**config.mk**
```make
export PLATFORM = sky130hd
export DESIGN_NAME = menu_cursor_flat
export DESIGN_NICKNAME = d
export VERILOG_FILES = /design/src/rtl/pong_pkg.sv /design/src/rtl/menu_cursor_if.sv /design/src/rtl/hold_timer.sv /design/src/rtl/menu_cursor.sv /design/src/flat_wrapper.sv
export SDC_FILE = /design/constraint.sdc
export NUM_CORES = 1
export LEC_CHECK = 0
export ABC_AREA = 1
export ABC_CLOCK_PERIOD_IN_PS = 3800
export CAP_MARGIN = 30
export CORE_UTILIZATION = 54
export DETAILED_ROUTE_END_ITERATION = 10
export GPL_ROUTABILITY_DRIVEN = 0
export HOLD_SLACK_MARGIN = 0.1
export PLACE_DENSITY_LB_ADDON = 0.1
export SYNTH_ARGS = -nofsm -noshare
export SYNTH_HDL_FRONTEND = slang
export SYNTH_SLANG_ARGS = --single-unit
export TNS_END_PERCENT = 10
```
**constraint.sdc**
```tcl
create_clock -name clock -period 3.8 [get_ports clock]
set_clock_uncertainty 0.1 [all_clocks]
set_input_delay 0.76 -clock clock [delete_from_list [all_inputs] [get_ports clock]]
set_output_delay 0.76 -clock clock [all_outputs]
set_load 0.03 [all_outputs]
```
**src/rtl/pong_pkg.sv**
```systemverilog
// ---------------------------------------------------------------------------
// pong_pkg : menu indices, cursor state and joystick direction encodings
// Rev 1.0  : initial release
// ---------------------------------------------------------------------------
`default_nettype none

package pong_pkg;

  localparam logic [1:0] MENU_CONTINUE = 2'd0;
  localparam logic [1:0] MENU_RESTART  = 2'd1;
  localparam logic [1:0] MENU_EXIT     = 2'd2;

  typedef enum logic [1:0] {
    CUR_LOCKED = 2'd0,
    CUR_IDLE   = 2'd1,
    CUR_DELAY  = 2'd2,
    CUR_REPEAT = 2'd3
  } cursor_state_e;

  typedef enum logic [1:0] {
    DIR_NONE = 2'd0,
    DIR_UP   = 2'd1,
    DIR_DN   = 2'd2
  } dir_e;

  // Both or neither pressed is treated as no direction.
  function automatic dir_e decode_dir(input logic up, input logic down);
    if (up && !down)      return DIR_UP;
    else if (down && !up) return DIR_DN;
    else                  return DIR_NONE;
  endfunction

endpackage

`default_nettype wire

```
**src/rtl/menu_cursor_if.sv**
```systemverilog
// ---------------------------------------------------------------------------
// menu_cursor_if : joystick/enable inputs and cursor outputs of menu_cursor
// Rev 1.0        : initial release
// ---------------------------------------------------------------------------
`default_nettype none

interface menu_cursor_if;
  logic       enable;
  logic       up;
  logic       down;
  logic [1:0] value;
  logic       moved;

  modport master (output enable, output up, output down, input value, input moved);
  modport slave  (input enable, input up, input down, output value, output moved);
endinterface

`default_nettype wire

```
**src/rtl/hold_timer.sv**
```systemverilog
// ---------------------------------------------------------------------------
// hold_timer : reloadable hold counter with delay/rate limit select
// Rev 1.0    : initial release
// ---------------------------------------------------------------------------
`default_nettype none

module hold_timer #(
  parameter int REPEAT_DELAY = 8,
  parameter int REPEAT_RATE  = 4
) (
  input  logic clock,
  input  logic reset,
  input  logic clear_i,
  input  logic load_i,
  input  logic run_i,
  input  logic limit_sel_i,
  output logic expire_o
);

  localparam int MAX_LIMIT = (REPEAT_DELAY > REPEAT_RATE) ? REPEAT_DELAY : REPEAT_RATE;
  localparam int CW        = $clog2(MAX_LIMIT + 1);
  localparam logic [CW-1:0] DELAY_LIM = CW'(REPEAT_DELAY);
  localparam logic [CW-1:0] RATE_LIM  = CW'(REPEAT_RATE);

  logic [CW-1:0] count_q, count_d;
  logic [CW-1:0] limit;

  // Load writes 1 because the loading edge already counts as the first held cycle.
  always_comb begin
    limit    = limit_sel_i ? RATE_LIM : DELAY_LIM;
    expire_o = run_i && (count_q == limit);
    count_d  = count_q;
    if (clear_i)
      count_d = '0;
    else if (load_i)
      count_d = CW'(1);
    else if (run_i && (count_q != limit))
      count_d = count_q + CW'(1);
  end

  always_ff @(posedge clock) begin
    if (!reset) count_q <= '0;
    else        count_q <= count_d;
  end

endmodule

`default_nettype wire

```
**src/rtl/menu_cursor.sv**
```systemverilog
// ---------------------------------------------------------------------------
// menu_cursor : saturating menu index driven by joystick press/hold-repeat
// Rev 1.0     : initial release
// ---------------------------------------------------------------------------
`default_nettype none

module menu_cursor
  import pong_pkg::*;
#(
  parameter int N_ITEMS      = 3,
  parameter int REPEAT_DELAY = 8,
  parameter int REPEAT_RATE  = 4
) (
  input logic          clock,
  input logic          reset,
  menu_cursor_if.slave bus_io
);

  localparam logic [1:0] LAST_ITEM = 2'(N_ITEMS - 1);

  cursor_state_e state_q, state_d;
  dir_e          dir_q, dir_d;
  dir_e          dir_in;
  logic [1:0]    value_q, value_d;
  logic          moved_q, moved_d;
  logic          step, load, run, expire;

  assign dir_in = decode_dir(bus_io.up, bus_io.down);
  assign run    = (state_q == CUR_DELAY) || (state_q == CUR_REPEAT);

  hold_timer #(
    .REPEAT_DELAY (REPEAT_DELAY),
    .REPEAT_RATE  (REPEAT_RATE)
  ) u_hold_timer (
    .clock       (clock),
    .reset       (reset),
    .clear_i     (!bus_io.enable),
    .load_i      (load),
    .run_i       (run),
    .limit_sel_i (state_q == CUR_REPEAT),
    .expire_o    (expire)
  );

  always_comb begin
    state_d = state_q;
    dir_d   = dir_q;
    value_d = value_q;
    moved_d = 1'b0;
    step    = 1'b0;
    load    = 1'b0;

    if (!bus_io.enable) begin
      state_d = CUR_LOCKED;
      dir_d   = DIR_NONE;
      value_d = MENU_CONTINUE;
    end else begin
      case (state_q)
        CUR_LOCKED: if (dir_in == DIR_NONE) state_d = CUR_IDLE;
        CUR_IDLE: begin
          if (dir_in != DIR_NONE) begin
            step    = 1'b1;
            load    = 1'b1;
            state_d = CUR_DELAY;
            dir_d   = dir_in;
          end
        end
        CUR_DELAY, CUR_REPEAT: begin
          if (dir_in == DIR_NONE) begin
            state_d = CUR_IDLE;
            dir_d   = DIR_NONE;
          end else if (dir_in != dir_q) begin
            step    = 1'b1;
            load    = 1'b1;
            state_d = CUR_DELAY;
            dir_d   = dir_in;
          end else if (expire) begin
            step    = 1'b1;
            load    = 1'b1;
            state_d = CUR_REPEAT;
          end
        end
        default: state_d = CUR_LOCKED;
      endcase
    end

    // Every step uses the direction sampled this cycle; saturated steps do not pulse moved.
    if (step) begin
      if (dir_in == DIR_UP && value_q != 2'd0) begin
        value_d = value_q - 2'd1;
        moved_d = 1'b1;
      end else if (dir_in == DIR_DN && value_q != LAST_ITEM) begin
        value_d = value_q + 2'd1;
        moved_d = 1'b1;
      end
    end
  end

  always_ff @(posedge clock) begin
    if (!reset) begin
      state_q <= CUR_LOCKED;
      dir_q   <= DIR_NONE;
      value_q <= MENU_CONTINUE;
      moved_q <= 1'b0;
    end else begin
      state_q <= state_d;
      dir_q   <= dir_d;
      value_q <= value_d;
      moved_q <= moved_d;
    end
  end

  assign bus_io.value = value_q;
  assign bus_io.moved = moved_q;

endmodule

`default_nettype wire

```
**src/flat_wrapper.sv**
```systemverilog
// flat-port wrapper written by rule: the top's interface ports become plain ports
module menu_cursor_flat import pong_pkg::*;
#(
  parameter int N_ITEMS      = 3,
  parameter int REPEAT_DELAY = 8,
  parameter int REPEAT_RATE  = 4
)
  (clock, reset, bus_io_enable, bus_io_up, bus_io_down, bus_io_value, bus_io_moved);
  menu_cursor_if bus_io_i ();
  input logic clock;
  input logic reset;
  input wire logic [$bits(bus_io_i.enable)-1:0] bus_io_enable;
  input wire logic [$bits(bus_io_i.up)-1:0] bus_io_up;
  input wire logic [$bits(bus_io_i.down)-1:0] bus_io_down;
  output wire logic [$bits(bus_io_i.value)-1:0] bus_io_value;
  output wire logic [$bits(bus_io_i.moved)-1:0] bus_io_moved;
  assign bus_io_i.enable = bus_io_enable;
  assign bus_io_i.up = bus_io_up;
  assign bus_io_i.down = bus_io_down;
  assign bus_io_value = bus_io_i.value;
  assign bus_io_moved = bus_io_i.moved;
  menu_cursor #(.N_ITEMS(N_ITEMS), .REPEAT_DELAY(REPEAT_DELAY), .REPEAT_RATE(REPEAT_RATE)) u_core (.clock(clock), .reset(reset), .bus_io(bus_io_i));
endmodule
```
==> results.py, run 1 <==
metrics = {
    "sta": {
        "slew_viol_final": 0,
        "grt_setup_unrepaired": "no",
        "fmax_mhz": 454.2,
        "tightest_slew_ns": 0.4184,
        "fin_ws_ns": 1.598,
        "fin_crit_sh": 0.5794,
        "finalSetupViolCount": 0,
        "hold_slack_ns": 0.4097,
        "hold_viol_final": 0,
        "setup_tns_ns": 0,
        "slew_headroom": 0.7207,
        "fin_crit_ns": 2.202,
    },
    "setup_path": {
        "crit_chain": "clkdlybuf4s50_1",
        "worst-setup-path-type": "flop to output pin",
        "path_max_fanout": 4,
        "worst_path_max_delay_cell": "clkdlybuf4s50_1",
        "worst-r2r-setup-slack_ns": 2.33,
        "cpLargestDelayFamily": "buffers and inverters",
        "cp.buffers_inverters": 1,
        "worstPathRequired_ns": 2.94,
        "crit_path_end_kind": "output pin",
        "arrival_ns": 1.34,
        "rr_worst_depth": 9,
        "worstSetupEndpoint": "bus_io_value[1]",
        "worst-path-stages": 1,
        "start_kind": "flop",
        "setup.worst_path.start": "u_core.bus_io.value[1]",
        "cpPeakStageDelay_ns": 0.69,
        "timing.rr.end": "u_core.u_hold_timer.count_q[1]",
        "r2r_start": "u_core.state_q[1]",
    },
    "synthesis": {
        "syn-mean-instance-area_um2": 6.816,
        "synth_cell_types": 19,
        "syn_nets": 125,
        "yosysMostFrequentCell": "nand2_1",
        "synthCells": 114,
        "synth_edf_count": 0,
        "synth_top_area_cell": "dfxtp_1",
        "synthTopCellsByCount": "nand2_1 (35), inv_1 (17), dfxtp_1 (11), nand3_1 (11), nor2_1 (8)",
        "ys_ff_latch": 11,
        "syn_area_um2": 777.0,
        "synth_top_area_frac": 0.2834,
        "synth.area.top_cells": "dfxtp_1 (28%), nand2_1 (17%), ha_1 (9.7%)",
        "yosysSeqAreaShare": 0.2834,
        "synthArstFlopShare": 0,
        "yosys_warnings": 0,
        "synth_top_flop_cell": "dfxtp_1",
    },
    "status": {
        "status": "finished clean",
    },
    "placement": {
        "dp_slack_ns": 1.352,
        "dp_hpwl_um": 1098,
        "portBuffers": 7,
        "dp.cells": 135,
        "place_area_um2": 854.6,
    },
    "detailed_routing": {
        "ant_nets": 0,
        "dr_total_vias": 686,
        "wire_per_inst_um": 9.871,
        "dr.pass1.iters": 4,
        "wirelength_um": 1372,
        "drc": 0,
        "drt-initial-drc-count": 18,
        "via_per_inst": 4.935,
    },
    "floorplanning": {
        "rows": 13,
        "dieArea_um2": 1594,
        "die_y_um": 39.93,
        "io-pin-count": 8,
        "die_width_um": 39.93,
        "coreArea_um2": 1318,
        "initial_core_util": 0.5897,
    },
    "cells_and_area": {
        "drive_gt1_frac": 0.1613,
        "final_core_util": 0.6686,
        "syn_to_final_growth_pct": 13.37,
        "diodes": 0,
        "instances_no_fill": 139,
        "nets": 136,
        "final_cell_area_um2": 880.8,
    },
    "global_route": {
        "grt-ovfl-total": 0,
        "grt_max_degree": 11,
        "grt_pass1_wl_um": 2228,
        "grt_pass1_vias": 560,
        "antenna_found_initial": 0,
        "grtUsageTotal": 0.2134,
    },
    "cts": {
        "cts-buffers-inserted": 3,
        "insertion_delay_ns": 0.27,
        "clock_path_buffers": 2,
        "path_clk_slew_ns": 0.07,
        "root_buffer": "clkbuf_4",
        "cts_tree": "yes",
        "cts_hold_buf": 0,
        "cts_setup_buffers": 0,
        "ctsResizeCount": 0,
        "cts-htree-levels": 1,
        "clock-sinks": 11,
    },
    "pwr": {
        "power_density_nw_per_um2": 258.9,
        "p_clk_frac": 0.348,
        "power.total_uw": 228.1,
        "seqPwrFrac": 0.523,
        "switchingPower_uw": 58.17,
        "leakagePower_nw": 0.3794,
        "switching_share": 0.2550,
        "power_frac_comb": 0.129,
        "max-vdd-ir-drop_uv": 150.2,
        "intPower_uw": 169.9,
    },
    "min_path": {
        "worstHoldPathType": "flop to flop",
    },
    "run": {
        "drv_cap": 0,
    },
}
cell usage in the layout, fill, tap and decap left out, drive strengths merged:
master         instances
nor2                  10
nand2                 42
xnor2                  1
xor2                   1
nor3b                  1
nand3                 12
inv                   19
dfxtp                 11
o21ai                  1
nor3                   1
clkdlybuf4s50          7
a21oi                  8
ha                     6
clkbuf                 4
routing by layer:
layer | vias to the layer above | GRT usage | share of wire | routed length [µm]
met5 | - | 0 | 0 | 0
met3 | 4 | 0.06667 | 0.035 | 48
met2 | 7 | 0.3306 | 0.47 | 647
met4 | 0 | 0.1034 | 0.013 | 18
li1 | 370 | - | - | -
met1 | 305 | 0.2642 | 0.48 | 657
worst min-delay path by stage:
stage / start / to / slack [ns] / cells after the start
2_1_floorplan: u_core.u_hold_timer.count_q[1] / u_core.u_hold_timer.count_q[1] / 0.38 / 2
3_3_place_gp: u_core.dir_q[1] / u_core.dir_q[1] / 0.39 / 2
3_5_place_dp: u_core.dir_q[0] / u_core.dir_q[0] / 0.40 / 2
4_1_cts: u_core.dir_q[0] / u_core.dir_q[0] / 0.41 / 2
5_1_grt: u_core.u_hold_timer.count_q[1] / u_core.u_hold_timer.count_q[1] / 0.44 / 2
6_report: u_core.dir_q[0] / u_core.dir_q[0] / 0.41 / 2
power groups by stage:
stage	sequential, mW	combinational (mW)	clock (mW)
after global routing	0.120	0.0336	0.0868
after floorplan	0.121	0.0214	0
after CTS	0.119	0.0297	0.0806
after detailed placement	0.122	0.0294	0
final	0.119	0.0295	0.0793
after global placement	0.122	0.0289	0
registers in the layout (all words and copies together) (netlist names):
register,flops
u_core.bus_io.moved,1
u_core.u_hold_timer.count_q,4
u_core.state_q,2
u_core.dir_q,2
u_core.bus_io.value,2
cells by family (layout without fill, tap and decap cells):
logic type / after synthesis / count (layout) / share of synthesized area
and+or+nand+nor: 66 / 66 / 0.4138
xor gates and xnor gates: 2 / 2 / 0.02255
adders and majority gates: 6 / 6 / 0.09662
buffers and inverters: 20 / 30 / 0.1063
DFF: 11 / 11 / 0.2834
AOI/OAI and AO/OA: 9 / 9 / 0.07730
layout make-up:
cell class / instances / area (µm²)
clock buffers: 4 / 26.28
fillers: 129 / 436.7
multi-input cells: 83 / 474.2
repair buffers: 7 / 70.07
inverters: 19 / 71.32
flip-flops and latches: 11 / 220.2
well taps: 15 / 18.77
worst register-to-register path, cell delays in order, from the launching register on:
cell and delay (ns):
dfxtp_1 0.58, nand2_2 0.09, inv_1 0.06, nand2_1 0.06, nand2_2 0.08, nand2_4 0.08
nand2_4 0.09, nand2_4 0.06, nand2_2 0.11, a21oi_2 0.04
No activity file was read; power rests on OpenSTA's default activity.
==> run 2, diff against run 1 <==
--- a/config.mk
+++ b/config.mk
@@ -6,9 +6,9 @@
 export NUM_CORES = 1
 export LEC_CHECK = 0
 export ABC_AREA = 1
-export ABC_CLOCK_PERIOD_IN_PS = 3800
+export ABC_CLOCK_PERIOD_IN_PS = 1980
 export CAP_MARGIN = 30
-export CORE_UTILIZATION = 54
+export CORE_UTILIZATION = 49
 export DETAILED_ROUTE_END_ITERATION = 10
 export GPL_ROUTABILITY_DRIVEN = 0
 export HOLD_SLACK_MARGIN = 0.1
==> constraint.sdc (replaced) <==
create_clock -name clock -period 1.98 [get_ports clock]
set_clock_uncertainty 0.1 [all_clocks]
set_input_delay 0.396 -clock clock [delete_from_list [all_inputs] [get_ports clock]]
set_output_delay 0.396 -clock clock [all_outputs]
set_load 0.03 [all_outputs]
==> run 2 against run 1 <==
Against the previous run:
- hold slack got worse by 0.0036 ns
- sequential share of layout area down 0.66 points
- total power is 96% higher
- combinational power rose by 120%
- sequential power rose by 92%
- setup slack lost 1.5 ns
- die area rose by 9.7%
- register-to-register slack got worse by 1.8 ns
- via count rose by 2.0%
- non-clock buffer count increased by 3
- final cell count increased by 2.9%
==> results.py, run 2 (synthesized netlist as in run 1, its figures left out) <==
metrics = {
    "setup_path": {
        "start_kind": "flop",
        "worst_path_max_delay_cell": "clkdlybuf4s50_1",
        "arrival_ns": 1.37,
        "cp.buffers_inverters": 1,
        "cpPeakStageDelay_ns": 0.70,
        "worst-r2r-setup-slack_ns": 0.50,
        "r2r_start": "u_core.state_q[1]",
        "setup.worst_path.start": "u_core.bus_io.value[1]",
        "rr_worst_depth": 4,
        "worstSetupEndpoint": "bus_io_value[1]",
        "worst-setup-path-type": "flop to output pin",
        "worst-path-stages": 1,
        "timing.rr.end": "u_core.bus_io.value[0]",
        "cpLargestDelayFamily": "buffers and inverters",
        "crit_chain": "clkdlybuf4s50_1",
        "worstPathRequired_ns": 1.48,
        "crit_path_end_kind": "output pin",
        "path_max_fanout": 4,
    },
    "floorplanning": {
        "io-pin-count": 8,
        "rows": 14,
        "die_width_um": 41.82,
        "initial_core_util": 0.5218,
        "die_y_um": 41.82,
        "dieArea_um2": 1749,
        "coreArea_um2": 1489,
    },
    "cts": {
        "root_buffer": "clkbuf_4",
        "clock-sinks": 11,
        "cts_tree": "yes",
        "cts_hold_buf": 0,
        "clock_path_buffers": 2,
        "cts-buffers-inserted": 3,
        "cts-htree-levels": 1,
        "path_clk_slew_ns": 0.07,
        "insertion_delay_ns": 0.27,
        "cts_setup_buffers": 0,
        "ctsResizeCount": 0,
    },
    "detailed_routing": {
        "drc": 0,
        "ant_nets": 0,
        "wirelength_um": 1537,
        "wire_per_inst_um": 10.75,
        "drt-initial-drc-count": 11,
        "dr_total_vias": 700,
        "dr.pass1.iters": 4,
        "via_per_inst": 4.895,
    },
    "status": {
        "status": "finished clean",
    },
    "cells_and_area": {
        "layout_common_cells": "nand2_1 (35), inv_1 (17), nand3_1 (11), dfxtp_1 (11), nor2_1 (8)",
        "max_flop_register": "u_core.u_hold_timer.count_q",
        "syn_to_final_growth_pct": 16.43,
        "drive_gt1_frac": 0.1811,
        "diodes": 0,
        "final_common_cell": "nand2_1",
        "largest_reg_flops": 4,
        "nets": 139,
    },
    "global_route": {
        "grt_pass1_vias": 644,
        "antenna_found_initial": 0,
        "grtUsageTotal": 0.1949,
        "grt-ovfl-total": 0,
        "grt_pass1_wl_um": 2587,
        "grt_max_degree": 11,
    },
    "sta": {
        "fmax_mhz": 535.2,
        "fin_crit_ns": 1.868,
        "slew_headroom": 0.7226,
        "hold_viol_final": 0,
        "slew_viol_final": 0,
        "finalSetupViolCount": 0,
        "tightest_slew_ns": 0.4155,
        "grt_setup_unrepaired": "no",
        "fin_ws_ns": 0.1117,
        "fin_crit_sh": 0.9436,
    },
    "placement": {
        "dp_hpwl_um": 1164,
        "portBuffers": 7,
        "dp_slack_ns": -0.08339,
    },
    "pwr": {
        "power_density_nw_per_um2": 494.5,
        "power.total_uw": 447.3,
        "leakagePower_nw": 0.3936,
        "max-vdd-ir-drop_uv": 239.6,
    },
    "run": {
        "drv_cap": 0,
    },
    "min_path": {
        "worstHoldPathType": "flop to flop",
    },
}
run 2: cell type report:
class,instances,area (µm²)
well taps,16,20.02
flip-flops and latches,11,220.2
repair buffers,10,92.59
multi-input cells,83,474.2
inverters,19,71.32
fillers,147,584.3
clock buffers,4,26.28
run 2: how the worst min path moves through the flow:
| stage | slack (ns) | start | to | cells past startpoint |
|---|---|---|---|---|
| CTS | 0.41 | u_core.dir_q[1] | u_core.dir_q[1] | 2 |
| finish | 0.41 | u_core.dir_q[0] | u_core.dir_q[0] | 2 |
| floorplan | 0.38 | u_core.u_hold_timer.count_q[1] | u_core.u_hold_timer.count_q[1] | 2 |
| global route | 0.45 | u_core.u_hold_timer.count_q[2] | u_core.u_hold_timer.count_q[2] | 2 |
| detailed placement | 0.40 | u_core.dir_q[1] | u_core.dir_q[1] | 2 |
| global placement | 0.39 | u_core.dir_q[0] | u_core.dir_q[0] | 2 |
run 2: report_power, final:
part | leakage, nW | total, mW | internal (mW) | switching [mW]
Sequential | 0.0889 | 0.229 | 0.225 | 0.00407
Clock | 0.0150 | 0.155 | 0.0780 | 0.0768
Combinational | 0.290 | 0.0638 | 0.0281 | 0.0357
run 2: layer usage:
layer | track usage | vias up | wire length [µm]
met5 | 0 | - | 0
met4 | 0.09677 | 0 | 29
met3 | 0.03913 | 4 | 34
met2 | 0.3406 | 12 | 784
met1 | 0.2228 | 308 | 689
li1 | - | 376 | -
run 2: metrics by stage:
step	utilization	setup TNS [ns]	area (µm²)	instances	hold WS, ns
after global placement	0.5899	-0.2266	878.3	139	0.3885
after CTS	0.6076	0	904.6	143	0.4084
after floorplan	-	0	777.0	114	0.3779
final	0.6076	0	904.6	143	0.4061
after detailed placement	0.5899	-0.5001	878.3	139	0.3956
after global routing	0.6076	0	904.6	143	0.4498
